File: src/rtl/dmem_arbiter.sv
// dmem_arbiter: shares the single-port image/data memory between the capture
// path (highest priority, write-only), the NN core (read-only) and the host
// bridge (read/write). A frame-lock FSM guards the image region so that the
// NN never reads a partial frame and the host never overwrites a pending one.
module dmem_arbiter #(
  parameter int ADDR_W    = 7,
  parameter int DATA_W    = 256,
  parameter int IMG_WORDS = 50
) (
  input  logic              pxlclk,
  input  logic              rst_n,
  input  logic              cap_wren,
  input  logic [ADDR_W-1:0] cap_addr,
  input  logic [DATA_W-1:0] cap_data,
  input  logic              cap_done,
  input  logic              nn_req,
  input  logic [ADDR_W-1:0] nn_addr,
  output logic              nn_gnt,
  output logic              nn_rvalid,
  input  logic              nn_img_release,
  input  logic              host_req,
  input  logic              host_we,
  input  logic [ADDR_W-1:0] host_addr,
  input  logic [DATA_W-1:0] host_wdata,
  output logic              host_gnt,
  output logic              host_rvalid,
  output logic [DATA_W-1:0] rd_data,
  output logic              mem_wren,
  output logic              mem_rden,
  output logic [ADDR_W-1:0] mem_addr,
  output logic [DATA_W-1:0] mem_wdata,
  input  logic [DATA_W-1:0] mem_rdata,
  output logic              img_ready,
  output logic              cap_overrun
);

  localparam logic [ADDR_W-1:0] IMG_LIM = ADDR_W'(IMG_WORDS);
  localparam int STAGES = 2;

  typedef enum logic [1:0] {S_IDLE, S_CAPT, S_READY} state_e;
  typedef enum logic [1:0] {T_NONE, T_NN, T_HOST}    tag_e;

  state_e              state_q, state_d;
  logic                rr_host_q, rr_host_d;   // 1: host wins the next tie
  logic                ovr_q, ovr_d;
  logic                rdy_q;
  logic                wren_q, wren_d, rden_q, rden_d;
  logic [ADDR_W-1:0]   addr_q, addr_d;
  logic [DATA_W-1:0]   wdata_q, wdata_d;
  tag_e                tag_pipe_q [STAGES];
  tag_e                tag_in;
  logic                nn_rv_q, host_rv_q;
  logic [DATA_W-1:0]   rd_data_q;

  logic cap_take, nn_elig, host_elig, nn_g, host_g;

  // Eligibility and single-cycle arbitration; capture always takes the slot
  // unless a finished frame is still locked.
  always_comb begin
    cap_take  = cap_wren && (state_q != S_READY);
    nn_elig   = nn_req && !((state_q == S_CAPT) && (nn_addr < IMG_LIM));
    host_elig = host_req && !(host_we && (host_addr < IMG_LIM) && (state_q != S_IDLE));
    nn_g      = 1'b0;
    host_g    = 1'b0;
    if (!cap_take) begin
      if (nn_elig && host_elig) begin
        nn_g   = !rr_host_q;
        host_g = rr_host_q;
      end else begin
        nn_g   = nn_elig;
        host_g = host_elig;
      end
    end
    rr_host_d = rr_host_q;
    if (nn_g)        rr_host_d = 1'b1;
    else if (host_g) rr_host_d = 1'b0;
  end

  // Next memory command and read tag; address/data hold when nothing issues.
  always_comb begin
    wren_d  = 1'b0;
    rden_d  = 1'b0;
    addr_d  = addr_q;
    wdata_d = wdata_q;
    tag_in  = T_NONE;
    if (cap_take) begin
      wren_d  = 1'b1;
      addr_d  = cap_addr;
      wdata_d = cap_data;
    end else if (host_g && host_we) begin
      wren_d  = 1'b1;
      addr_d  = host_addr;
      wdata_d = host_wdata;
    end else if (host_g) begin
      rden_d  = 1'b1;
      addr_d  = host_addr;
      tag_in  = T_HOST;
    end else if (nn_g) begin
      rden_d  = 1'b1;
      addr_d  = nn_addr;
      tag_in  = T_NN;
    end
  end

  // Frame-lock FSM next state and sticky overrun flag.
  always_comb begin
    state_d = state_q;
    ovr_d   = ovr_q;
    case (state_q)
      S_IDLE:  if (cap_wren)       state_d = S_CAPT;
      S_CAPT:  if (cap_done)       state_d = S_READY;
      S_READY: if (nn_img_release) state_d = S_IDLE;
      default:                     state_d = S_IDLE;
    endcase
    if (cap_wren && (state_q == S_READY)) ovr_d = 1'b1;
  end

  // Control state, memory command register and read-return pipeline.
  always_ff @(posedge pxlclk or negedge rst_n) begin
    if (!rst_n) begin
      state_q       <= S_IDLE;
      rr_host_q     <= 1'b0;
      ovr_q         <= 1'b0;
      rdy_q         <= 1'b0;
      wren_q        <= 1'b0;
      rden_q        <= 1'b0;
      addr_q        <= '0;
      wdata_q       <= '0;
      tag_pipe_q[0] <= T_NONE;
      tag_pipe_q[1] <= T_NONE;
      nn_rv_q       <= 1'b0;
      host_rv_q     <= 1'b0;
      rd_data_q     <= '0;
    end else begin
      state_q       <= state_d;
      rr_host_q     <= rr_host_d;
      ovr_q         <= ovr_d;
      rdy_q         <= (state_d == S_READY);
      wren_q        <= wren_d;
      rden_q        <= rden_d;
      addr_q        <= addr_d;
      wdata_q       <= wdata_d;
      tag_pipe_q[0] <= tag_in;
      tag_pipe_q[1] <= tag_pipe_q[0];
      nn_rv_q       <= (tag_pipe_q[1] == T_NN);
      host_rv_q     <= (tag_pipe_q[1] == T_HOST);
      rd_data_q     <= mem_rdata;
    end
  end

  assign nn_gnt      = nn_g;
  assign host_gnt    = host_g;
  assign nn_rvalid   = nn_rv_q;
  assign host_rvalid = host_rv_q;
  assign rd_data     = rd_data_q;
  assign mem_wren    = wren_q;
  assign mem_rden    = rden_q;
  assign mem_addr    = addr_q;
  assign mem_wdata   = wdata_q;
  assign img_ready   = rdy_q;
  assign cap_overrun = ovr_q;

endmodule

File: config.mk
export PLATFORM = sky130hd
export DESIGN_NAME = dmem_arbiter
export DESIGN_NICKNAME = d
export VERILOG_FILES = /design/src/rtl/dmem_arbiter.sv
export SDC_FILE = /design/constraint.sdc
export NUM_CORES = 1
export LEC_CHECK = 0
export ABC_AREA = 1
export BUFFER_PORTS_ARGS = -buffer_cell sky130_fd_sc_hd__buf_2
export CORE_AREA = 2 2 522 524
export DETAILED_ROUTE_END_ITERATION = 10
export DIE_AREA = 0 0 524 526
export HOLD_SLACK_MARGIN = 0.03
export PLACE_DENSITY = 0.3
export SLEW_MARGIN = 30
export SYNTH_ARGS = -nofsm -noshare
export SYNTH_HDL_FRONTEND = slang
export SYNTH_SLANG_ARGS = --single-unit
File: constraint.sdc
create_clock -name pxlclk -period 2 [get_ports pxlclk]
set_input_delay 0.1 -clock pxlclk [delete_from_list [all_inputs] [get_ports pxlclk]]
set_output_delay 0.1 -clock pxlclk [all_outputs]
set_load 0.005 [all_outputs]
==> summary.md <==
| Metric | Value |
|---|---|
| Outcome | finished, violations left |
| Failing checks | negative setup slack |
| Max-slew violation count | 0 |
| Core area | ~270,000 sq um |
| RSZ-0062 raised after global routing | true |
| First-pass GRT wire length | around 240,000 microns |
| Routed vias | between 20,000 and 25,000 |
| Worst setup path startpoint | state_q[0] |
| Final-report hold violation count | 0 |
| Sw Share | 39.0% |
| Vias per cell | ~3.1 |
| Skew final | ~0.032 ns |
| H-Tree Depth | 3 |
| Clk slew on worst S/H paths | approximately 0.060 ns |
| Wirelength per Cell | roughly 25 microns |
| PnR worst setup slack | -0.180 ns |
| Data arrival, critical path | between 2 and 2.5 ns |
| Critical R2R Launch | state_q[0] |
| Pwr dens | 1070 nW/um^2 |
| Seq/Total Area, Yosys | between 60% and 70% |
| Post-synth net total | ~2,600 |
| ANT nets after route | 0 |
| Die area | between 200,000 and 300,000 sq um |
| Die Wd | between 500 and 600 microns |
| Worst r2r dst | mem_wdata[246] |
| Total global-route track usage | about an eighth |
| Number of synthesized register bits | ~530 |
| Synth Instances | 1,803 |
| Largest net degree at the start of global routing | 94 |
| Avg Inst Size Synth | roughly 11 sq um |
| Actual slew at the worst max-slew pin | roughly 0.9 ns |
| Area after DPL | between 30,000 and 40,000 sq um |
| Clock share of power | a little under a third |
| IO Count | 1,324 |
| DP Worst Slack | -0.126 ns |
| Sequential Power Share | around a third |
| Max-cap violation count | 0 |
| Final HPWL DP | 157,000 microns |
| Pint | ~29 mW |
| Setup crit start kind | flop |
| Share of cells above drive strength 1 | 44.6% |
| Root Driver | clkbuf_16 |
| Sw power | approximately 19 mW |
| Vias in the first global route | roughly 26,000 |
| Lkg Pwr | 20.6 nW |
| Initial DRT Pass Iterations | 5 |
| Post-synthesis cell area | about 20,000 sq um |
| FMAX | ~0.46 GHz |
| Crit path kind | flop to primary output |
| Final period util | 109% |
| Final core occ | 16.6% |
| Height of the chip | roughly 530 microns |
| CP endpoint kind | primary output |
| Placement row count | ~190 |
| Starting Density | between 7 and 8% |
| Worst Hold Class | input port to asynchronous set/reset pin |
| Maximum VDD drop | around 0.50 mV |
| Area grow syn2layout | 121% |
| Initial antenna violation count | 68 |
| Nets | ~4,900 |
| Clk Latency, worst-skew pair | slightly above 0.7 ns |
| Max_slew headroom | between 40 and 50% |
| DRC | 0 |
| Clk buf depth | 3 |
| Count of distinct cell types in the synthesized netlist | 21 |
| Worst Reg-to-Reg Cells | 9 |
| GRT overflow | 0 |
| Endpoints failing setup | about 190 |
| Buffers on Ports | about 1,300 |
| End point of the critical path | nn_gnt |
| CTS tree | built |
| Yosys warns | 0 |
| R2R Setup Slk | -0.17 ns |
| Most common cell after layout, fill and taps aside | buf_2 |
| Fin area | ~45,000 sq um |
| Clock Sinks | between 500 and 600 |
| Tmin final | ~2.2 ns |
| Routed wire length | 194,000 microns |
| Num CTS Buffers | 76 |
| CP Max Fanout | 4 |
| Data required time of the worst path | ~1.9 ns |
| Final Wtd Congestion | ~0.9 |
| Initial DRC count | between 1,000 and 1,500 |
| Most frequent cells in the layout | buf_2 (1,320), dlygate4sd3_1 (925), dfrtp_1 (532), nand2_1 (289), nand3_1 (280) |
| Combinational power share | 37.4% |
## per-stage QoR
step                setup TNS (ns)  std cells  power (mW)  hold WS (ns)
detailed placement           -1.65       6664        31.7         0.205
global route                -47.11       7789        51.3        0.0450
global placement             -1.18       6664        31.8         0.210
floorplan                        0       1803        20.0        -0.196
finish                       -8.80       7796        47.8        0.0859
CTS                         -14.56       7735        48.9        0.0303
## worst min path at each step
stage                   start             to  cells past startpoint
2_1_floorplan           rst_n    cap_overrun                      0
3_3_place_gp   mem_rdata[137]   rd_data[137]                      1
3_5_place_dp            rst_n  mem_wdata[24]                      1
4_1_cts         mem_rdata[36]    rd_data[36]                      2
5_1_grt         mem_rdata[43]    rd_data[43]                      2
6_report                rst_n    rd_data[77]                      2
## critical path, stage by stage (launching register included)
cell	delay, ns
dfrtp_1	0.41
or2_4	0.29
nand2_8	0.09
buf_16	0.11
nand3_4	0.07
buf_6	0.12
inv_2	0.04
o21ai_2	0.05
inv_1	0.07
buf_6	0.13
## cell families after synthesis
group | share of synthesized area [%]
simple gates | 21.0
flops | 65.9
compound gates | 9.68
buf+inv | 3.38
## cells in the mapped netlist, drive strengths merged
cell / instances / area share [%]
nand2: 293 / 5.5
or2: 264 / 8.2
o21ai: 5 / 0.12
buf: 50 / 1.3
inv: 17 / 0.32
o211ai: 256 / 9.5
o21bai: 1 / 0.037
nor2: 10 / 0.27
clkbuf: 92 / 1.8
nand3: 283 / 7.1
dfrtp: 532 / 66
## per-layer routing
layer / GRT usage (%) / vias to the layer above / part of all wire [%]
li1: - / 10900 / -
met1: 15.0 / 11700 / 40
met2: 21.4 / 1060 / 46
met3: 6.90 / 194 / 12
met4: 3.93 / 10 / 2.9
met5: 0 / - / 0.033
## area by class of cell
| cell class | instances | area, sq um |
|---|---|---|
| Fill cell | 30500 | 225000 |
| Timing Repair Buffer | 2393 | 17900 |
| Sequential cell | 532 | 13300 |
| Multi-Input combinational cell | 1112 | 6270 |
| Tap cell | 3570 | 4470 |
| Clock buffer | 102 | 2120 |
| Clock inverter | 36 | 542 |
| Antenna cell | 34 | 85.1 |
| Inverter | 17 | 71.3 |
## repair_timing
| action | CTS | global route |
|---|---|---|
| setup buffers | 8 | 8 |
| hold buffers | 925 | 0 |
| pin swaps | 6 | 4 |
| endpoints found under the setup margin | 35 | 261 |
| gates resized for setup | 29 | 13 |
| cloned | 1 | 19 |
| hold endpoints to repair | 1008 | 0 |
## power by group through the flow
| stage | Clock (mW) | Combinational (mW) | Sequential (mW) |
|---|---|---|---|
| detailed placement | 0 | 16.4 | 15.3 |
| global route | 15.8 | 20.0 | 15.5 |
| global placement | 0 | 16.5 | 15.3 |
| floorplan | 0 | 4.76 | 15.2 |
| finish | 14.8 | 17.9 | 15.1 |
| CTS | 15.4 | 18.3 | 15.2 |
## state kept, by name, indices dropped and copies added (netlist names), 2 cells and up
signal / flops
tag_pipe_q: 4
mem_addr: 7
rd_data: 256
state_q: 2
mem_wdata: 256
No activity file was read; power rests on OpenSTA's default activity.
